## src/rtl/agc_fetch.sv

```systemverilog
// agc_fetch: AGC instruction fetch unit with one outstanding request, 2-entry prefetch FIFO and branch redirect.
// Defining AGC_FETCH_COUNT_EN adds fetch_count, a 16-bit count of decoder handshakes.
module agc_fetch (
    input  logic        clock,
    input  logic        rst,
    output logic        mem_req,
    output logic [11:0] mem_addr,
    input  logic        mem_rvalid,
    input  logic [14:0] mem_rdata,
    input  logic        br_valid,
    input  logic [11:0] br_target,
    input  logic        halt,
    output logic        out_valid,
    input  logic        out_ready,
    output logic [14:0] out_instr,
    output logic [11:0] out_pc
`ifdef AGC_FETCH_COUNT_EN
    ,
    output logic [15:0] fetch_count
`endif
);
    typedef enum logic [1:0] {IDLE, WAIT, HALTED} state_t;
    state_t state;
    logic [11:0] pc, req_pc;
    logic [26:0] fifo [2];
    logic [1:0] count, fill;
    logic discard, pop, push, issue;
    assign out_valid = count != 2'd0;
    assign {out_instr, out_pc} = fifo[0];
    assign pop = out_valid && out_ready;
    assign fill = count - {1'b0, pop};
    // a request is only issued when its response is guaranteed a free slot
    assign issue = !rst && state == IDLE && !halt && !br_valid && fill < 2'd2;
    assign push = state == WAIT && mem_rvalid && !discard && !br_valid;
    assign mem_req = issue;
    assign mem_addr = pc;
    always_ff @(posedge clock or posedge rst) begin
        if (rst) begin
            state <= IDLE;
            pc <= 12'o4000;
            req_pc <= 12'o4000;
            count <= 2'd0;
            discard <= 1'b0;
            fifo[0] <= '0;
            fifo[1] <= '0;
        end else begin
            if (pop) fifo[0] <= fifo[1];
            if (push) fifo[fill[0]] <= {mem_rdata, req_pc};
            count <= br_valid ? 2'd0 : fill + {1'b0, push};
            pc <= br_valid ? br_target : issue ? pc + 12'd1 : pc;
            if (issue) req_pc <= pc;
            case (state)
                IDLE: state <= issue ? WAIT : halt ? HALTED : IDLE;
                WAIT: begin
                    if (mem_rvalid) begin
                        state <= halt ? HALTED : IDLE;
                        discard <= 1'b0;
                    end else if (br_valid) begin
                        discard <= 1'b1;
                    end
                end
                HALTED: state <= halt ? HALTED : IDLE;
                default: state <= IDLE;
            endcase
        end
    end
`ifdef AGC_FETCH_COUNT_EN
    always_ff @(posedge clock or posedge rst) begin
        if (rst) fetch_count <= 16'd0;
        else if (pop) fetch_count <= fetch_count + 16'd1;
    end
`endif
endmodule

```

## config.mk

```make
export PLATFORM = sky130hd
export DESIGN_NAME = agc_fetch
export DESIGN_NICKNAME = d
export VERILOG_FILES = /design/src/rtl/agc_fetch.sv
export SDC_FILE = /design/constraint.sdc
export NUM_CORES = 1
export LEC_CHECK = 0
export CAP_MARGIN = 30
export CORE_UTILIZATION = 56
export CTS_CLUSTER_SIZE = 25
export DETAILED_ROUTE_END_ITERATION = 10
export PLACE_DENSITY = 0.85
export SYNTH_ARGS = -nofsm -noshare
export SYNTH_HDL_FRONTEND = slang
export SYNTH_SLANG_ARGS = --single-unit
export TNS_END_PERCENT = 50
```

## constraint.sdc

```tcl
create_clock -name clock -period 8 [get_ports clock]
set_clock_uncertainty 0.1 [all_clocks]
set_input_delay 2.4 -clock clock [delete_from_list [all_inputs] [get_ports clock]]
set_output_delay 2.4 -clock clock [all_outputs]
set_load 0.05 [all_outputs]
```

==> flow_metrics.env, run 1 <==
export IMPL_run_status="completed"
export IMPL_critPathTopFamily="buffers and inverters"
export IMPL_cts_setup_buffers=0
export IMPL_syn_area_um2=3910
export IMPL_vias_per_cell=5.51
export IMPL_final_net_count=450
export IMPL_whs_path_depth=2
export IMPL_cp_data_arrival_time_ps=4180
export IMPL_yosysWarningCount=0
export IMPL_powerDensity_nw_per_um2=340
export IMPL_diodes=0
export IMPL_synth_mux_area_fraction_pct=15.0
export IMPL_power_leakage_nw=2.32
export IMPL_cts_reportedPaths_clkPinSlew_ps=80
export IMPL_synth_xor_area_share_pct=0.671
export IMPL_synth_ff_latch_count=83
export IMPL_synth_nets=402
export IMPL_clk_path_buf_depth=2
export IMPL_die_w_um=85.6
export IMPL_worstRegToRegCells=9
export IMPL_dieArea_um2=7330
export IMPL_area_delta_synth_final_pct=21.8
export IMPL_slowest_delay_ps=430
export IMPL_htree_num_levels=3
export IMPL_hpwl_mm=4.93
export IMPL_hold_violations=0
export IMPL_synthArstFlopShare_pct=100
export IMPL_grt_pass1_wl_mm=12.9
export IMPL_max_clock_freq_mhz=150
export IMPL_holdCritStartpoint="req_pc[11]"
export IMPL_drt_iter0_markers=159
export IMPL_crit_required_ps=5500
export IMPL_ys_seq_area_share_pct=53.1
export IMPL_grt_usage_pct=22.7
export IMPL_yosysTopAreaCell="dfrtp_1"
export IMPL_setup_violations=0
export IMPL_total_power_w=0.00162
export IMPL_fin_crit_ps=6680
export IMPL_end_kind="primary output"
export IMPL_dieHeight_um=85.6
export IMPL_final_core_utilization_pct=70.6
export IMPL_whs_ps=379
export IMPL_slew_headroom_pct=64.2
export IMPL_layout_setup_ws_ps=1320
export IMPL_fill_cells=497
export IMPL_synth_distinct_cells=43
export IMPL_post_synth_cell_area_avg_um2=10.8
export IMPL_rrSetupSlack_ps=5360
export IMPL_synth_top_area_share_pct=51.8
export IMPL_vdd_ir_drop_max_mv=0.136
export IMPL_drive_above_1_share_pct=15.1
export IMPL_post_route_period_util_pct=83.5
export IMPL_antenna_found_initial=0
export IMPL_crit_fanout=17
export IMPL_synth_most_common_cell="dfrtp_1"
export IMPL_grt_max_degree=71
export IMPL_regArea_um2=2080
export IMPL_timing_critical_path_buf_inv=4
export IMPL_worst_slew_pin_slew_ps=534
export IMPL_start_util_pct=57.9
export IMPL_synth_simple_area_share_pct=12.7
export IMPL_globalRouteOverflowTotal=0
export IMPL_synth_compound_area_share_pct=8.28
export IMPL_wl_per_cell_um=15.1
export IMPL_synth_flop_cell="dfrtp_1"
export IMPL_regToRegEndpoint="mem_addr[10]"
export IMPL_post_cts_resized=0
export IMPL_cts_root_buffer="clkbuf_8"
export IMPL_dr_pass1_iters=4
export IMPL_finalWirelength_mm=7.50
export IMPL_worstHoldPathType="reg2reg"
export IMPL_cap_violations=0
export IMPL_io_pin_count=74
export IMPL_synth_top_family_by_area="multiplexers"
export IMPL_numClockSinks=83
export IMPL_synth_cells=363
export IMPL_synth_area_leaders="dfrtp_1 52%, mux2_2 8.1%, nand2_1 7.2%"
export IMPL_hold_buffers=0
export IMPL_vias=2735
export IMPL_cp_cell_sequence="clkdlybuf4s50_1 > nand2_2 > inv_1 > ha_1 > xnor2_1 > nand2_2 > clkinv_1 > buf_12"
export IMPL_worstSetupStartpointType="input pin"
export IMPL_min_to="req_pc[11]"
export IMPL_tns_ps=0
export IMPL_drc=0
export IMPL_drv_slew=0
export IMPL_pre_cts_ws_ps=1310
export IMPL_rsz0062_at_grt="false"
export IMPL_synth_commonest_cells="81 x dfrtp_1, 75 x nand2_1, 31 x o21ai_0, 29 x buf_4, 28 x mux2_2"
export IMPL_cts_tree="done"
export IMPL_crit_path_frequent_cell="nand2_2"
export IMPL_core_um2=6760
export IMPL_synthAdderAreaFrac_pct=1.92
export IMPL_path_class="in2out"
export IMPL_rows=30
export IMPL_antenna_left=0
export IMPL_multi_input_area_um2=1520
export IMPL_io_buffers=73
export IMPL_grt_pass1_vias=2696
export IMPL_worstSkewPairLatency_ps=350
export IMPL_finalWeightedCongestion=0.878
export IMPL_synth_edf_count=0
export IMPL_cpMaxStageDelayCell="clkinv_1"
export IMPL_cts_buffers=9
export IMPL_rr_startpoint="count[1]"
[power breakdown]
part           leakage [nW]  internal [W]  switching, W
logic                  1.11      0.000244      0.000426
clock network         0.106      0.000176      0.000151
registers              1.11      0.000541     0.0000836
[metal layers]
metal / track usage (%) / part of all wire, % / wire length [um]
met4: 9.55 / 1.2 / 91
met2: 36.3 / 47 / 3530
met1: 30.8 / 47 / 3530
met5: 0 / 0 / 0
met3: 4.33 / 4.6 / 348
[cell usage in the layout, fill, tap and decap left out, types with 4 or more instances in the layout]
| master | n |
|---|---|
| o21ai_0 | 31 |
| dfrtp_1 | 81 |
| clkdlybuf4s50_1 | 72 |
| nand3_1 | 9 |
| mux2i_1 | 27 |
| clkbuf_8 | 9 |
| inv_1 | 9 |
| buf_4 | 6 |
| mux2_2 | 28 |
| nand2_1 | 75 |
| ha_1 | 6 |
| a21oi_1 | 4 |
[kinds of logic (layout without fill, tap and decap cells)]
logic type | Yosys count | after routing
AND/OR/NAND/NOR | 108 | 108
flip-flops | 83 | 83
multiplexers | 55 | 55
AO/OA/AOI/OAI | 54 | 54
buffers and inverters | 54 | 107
adder cells (fa/ha/maj) | 6 | 6
XOR/XNOR | 3 | 3
[worst max path at each step]
| stage | cells after the start | to | slack [ps] | startpoint |
|---|---|---|---|---|
| 5_1_grt | 8 | mem_req | 1150 | out_ready |
| 6_report | 8 | mem_req | 1320 | out_ready |
| 4_1_cts | 8 | mem_req | 1280 | out_ready |
| 3_3_place_gp | 8 | mem_req | 1330 | out_ready |
| 2_1_floorplan | 8 | mem_req | 1470 | out_ready |
| 3_5_place_dp | 8 | mem_req | 1310 | out_ready |
[final cells by class]
cell class | instances | area share, %
Inverter | 11 | 0.892
Sequential cell | 83 | 43.6
Tap cell | 80 | 2.10
Clock inverter | 6 | 1.89
Timing Repair Buffer | 80 | 17.1
Multi-Input combinational cell | 226 | 31.8
Clock buffer | 10 | 2.68
[worst reg2reg max path, stage by stage (launching register included)]
cell,delay (ps)
dfrtp_1,400
or2_2,300
nand2_2,80
inv_1,40
ha_1,180
xnor2_1,370
nand2_2,90
buf_4,240
nor4_1,360
mux2_2,380
[per-stage QoR]
step	area (um^2)	cells
final	4770	496
after global routing	4770	496
after CTS	4770	496
after detailed placement	4550	480
after global placement	4520	479
after floorplan	3910	363
No activity file was read; power rests on OpenSTA's default activity.
==> run 2, diff against run 1 <==
- CORE_UTILIZATION: 56 -> 52
- PLACE_DENSITY: 0.85 -> 0.8
- clock period: 8 -> 6.9 ns (I/O delays scaled with it)
==> run 2 against run 1 <==
Compared with the run above:
- sequential cell count unchanged
- combinational power grew 16%
- non-clock buffer count unchanged
- critical path depth unchanged
- design area is 0.16% lower
- wire length is 2.9% higher
==> flow_metrics.env, run 2 (synthesized netlist as in run 1, its figures left out) <==
export IMPL_cp_cell_sequence="clkdlybuf4s50_1 > nand2_2 > inv_1 > ha_1 > xnor2_1 > nand2_2 > clkinv_1 > buf_12"
export IMPL_rows=31
export IMPL_hold_violations=0
export IMPL_cts_setup_buffers=0
export IMPL_dieArea_um2=7880
export IMPL_io_pin_count=74
export IMPL_crit_required_ps=4730
export IMPL_grt_max_degree=56
export IMPL_regToRegEndpoint="mem_addr[10]"
export IMPL_worstRegToRegCells=9
export IMPL_cts_reportedPaths_clkPinSlew_ps=90
export IMPL_startpoint="out_ready"
export IMPL_layout_setup_ws_ps=1200
export IMPL_diodes=0
export IMPL_area_delta_synth_final_pct=21.6
export IMPL_worst_slew_pin_slew_ps=672
export IMPL_drt_iter0_markers=125
export IMPL_cts_root_buffer="clkbuf_8"
export IMPL_slew_headroom_pct=55.2
export IMPL_antenna_found_initial=0
export IMPL_stdcell_count=515
export IMPL_clk_path_buf_depth=2
export IMPL_drive_above_1_share_pct=15.4
export IMPL_dp_cells=499
export IMPL_core_um2=7250
export IMPL_path_class="in2out"
export IMPL_finalWeightedCongestion=0.857
export IMPL_worstSkewPairLatency_ps=350
export IMPL_cpMaxStageDelayCell="clkdlybuf4s50_1"
export IMPL_dr_pass1_iters=5
export IMPL_start_util_pct=54.0
export IMPL_post_cts_resized=0
export IMPL_power_switching_w=0.000777
export IMPL_cap_violations=0
export IMPL_dieHeight_um=88.8
export IMPL_finalWirelength_mm=7.72
export IMPL_vias=2727
export IMPL_fin_crit_ps=5700
export IMPL_powerDensity_nw_per_um2=390
export IMPL_grt_pass1_vias=2747
export IMPL_tns_ps=0
export IMPL_sw_frac_of_total_pct=41.8
export IMPL_max_clock_freq_mhz=175
export IMPL_p_int_w=0.00108
export IMPL_power_leakage_nw=2.31
export IMPL_cts_tree="done"
export IMPL_worstSetupStartpointType="input pin"
export IMPL_seq_power_share_pct=38.9
export IMPL_hold_buffers=0
export IMPL_path_depth=8
export IMPL_rrSetupSlack_ps=4220
export IMPL_crit_path_frequent_cell="nand2_2"
export IMPL_timing_critical_path_buf_inv=4
export IMPL_numClockSinks=83
export IMPL_worstHoldPathType="reg2reg"
export IMPL_crit_fanout=4
export IMPL_vdd_ir_drop_max_mv=0.219
export IMPL_globalRouteOverflowTotal=0
export IMPL_antenna_left=0
export IMPL_pre_cts_ws_ps=1210
export IMPL_grt_usage_pct=22.0
export IMPL_vias_per_cell=5.30
export IMPL_pwr_share_clk_pct=19.4
export IMPL_drv_slew=0
export IMPL_hpwl_mm=5.01
export IMPL_total_power_w=0.00186
export IMPL_slowest_delay_ps=410
export IMPL_end_kind="primary output"
export IMPL_post_route_period_util_pct=82.6
export IMPL_final_common_cell="dfrtp_1"
export IMPL_critPathTopFamily="buffers and inverters"
export IMPL_io_buffers=73
export IMPL_htree_num_levels=3
export IMPL_cp_data_arrival_time_ps=3530
export IMPL_grt_pass1_wl_mm=13.2
export IMPL_run_status="completed"
export IMPL_drc=0
export IMPL_rr_startpoint="count[1]"
export IMPL_critical_path_endpoint="mem_req"
export IMPL_final_cell_mix="81 x dfrtp_1, 75 x nand2_1, 72 x clkdlybuf4s50_1"
export IMPL_cts_buffers=9
export IMPL_wl_per_cell_um=15.0
export IMPL_fill_cells=600
export IMPL_p_comb_share_pct=41.7
export IMPL_final_net_count=450
export IMPL_setup_violations=0
export IMPL_die_w_um=88.8
export IMPL_rsz0062_at_grt="false"
-- run 2: cell count changes in the layout (fill, tap and decap cells not counted) --
cell | previous run | this run
bufinv_16 | 2 | 1
clkinv_2 | 2 | 1
buf_16 | 1 | 0
inv_8 | 0 | 1
clkinv_4 | 2 | 1
clkbuf_1 | 1 | 0
clkinvlp_4 | 1 | 2
buf_4 | 6 | 7
inv_6 | 0 | 2
-- run 2: worst min-delay path: cells and delay by family, from the launching register on --
| kind | cells | cell delay (ps) |
|---|---|---|
| and+or+nand+nor | 2 | 100 |
| DFF | 1 | 380 |
-- run 2: cell type report --
class                           instances  area (um^2)  share of cell area (%)
Clock buffer                            9          124                    2.60
Multi-Input combinational cell        226         1520                    31.8
Clock inverter                          7         82.6                    1.73
Sequential cell                        83         2080                    43.7
Timing Repair Buffer                   80          793                    16.7
Tap cell                               99          124                    2.60
Inverter                               11         42.5                   0.894
-- run 2: per-layer routing --
layer,routed length [um],vias up,global-route usage (%)
met2,3520,90,34.4
met1,3650,1312,30.4
li1,-,1317,-
met3,468,8,4.76
met5,0,-,0
met4,78,0,8.21
-- run 2: power groups by stage --
stage	Combinational, W	Sequential [W]	Clock (W)
after global placement	0.000766	0.000724	0
final	0.000775	0.000724	0.000360
after global routing	0.000832	0.000743	0.000385
after detailed placement	0.000778	0.000733	0
after floorplan	0.000628	0.000730	0
after CTS	0.000782	0.000725	0.000369
-- run 2: worst min-delay path by stage --
stage	cells after the start	from	slack, ps	end
5_1_grt	2	req_pc[11]	400	req_pc[11]
6_report	2	req_pc[11]	370	req_pc[11]
3_5_place_dp	2	req_pc[11]	360	req_pc[11]
2_1_floorplan	2	req_pc[11]	340	req_pc[11]
3_3_place_gp	2	req_pc[11]	360	req_pc[11]
4_1_cts	2	req_pc[11]	380	req_pc[11]
-- run 2: metrics by stage --
stage | area [um^2] | hold WS [ps] | util (%)
2_1_floorplan | 3910 | 345 | -
3_5_place_dp | 4550 | 359 | 62.8
5_1_grt | 4760 | 397 | 65.6
4_1_cts | 4760 | 375 | 65.6
6_report | 4760 | 373 | 65.6
3_3_place_gp | 4550 | 355 | 62.8
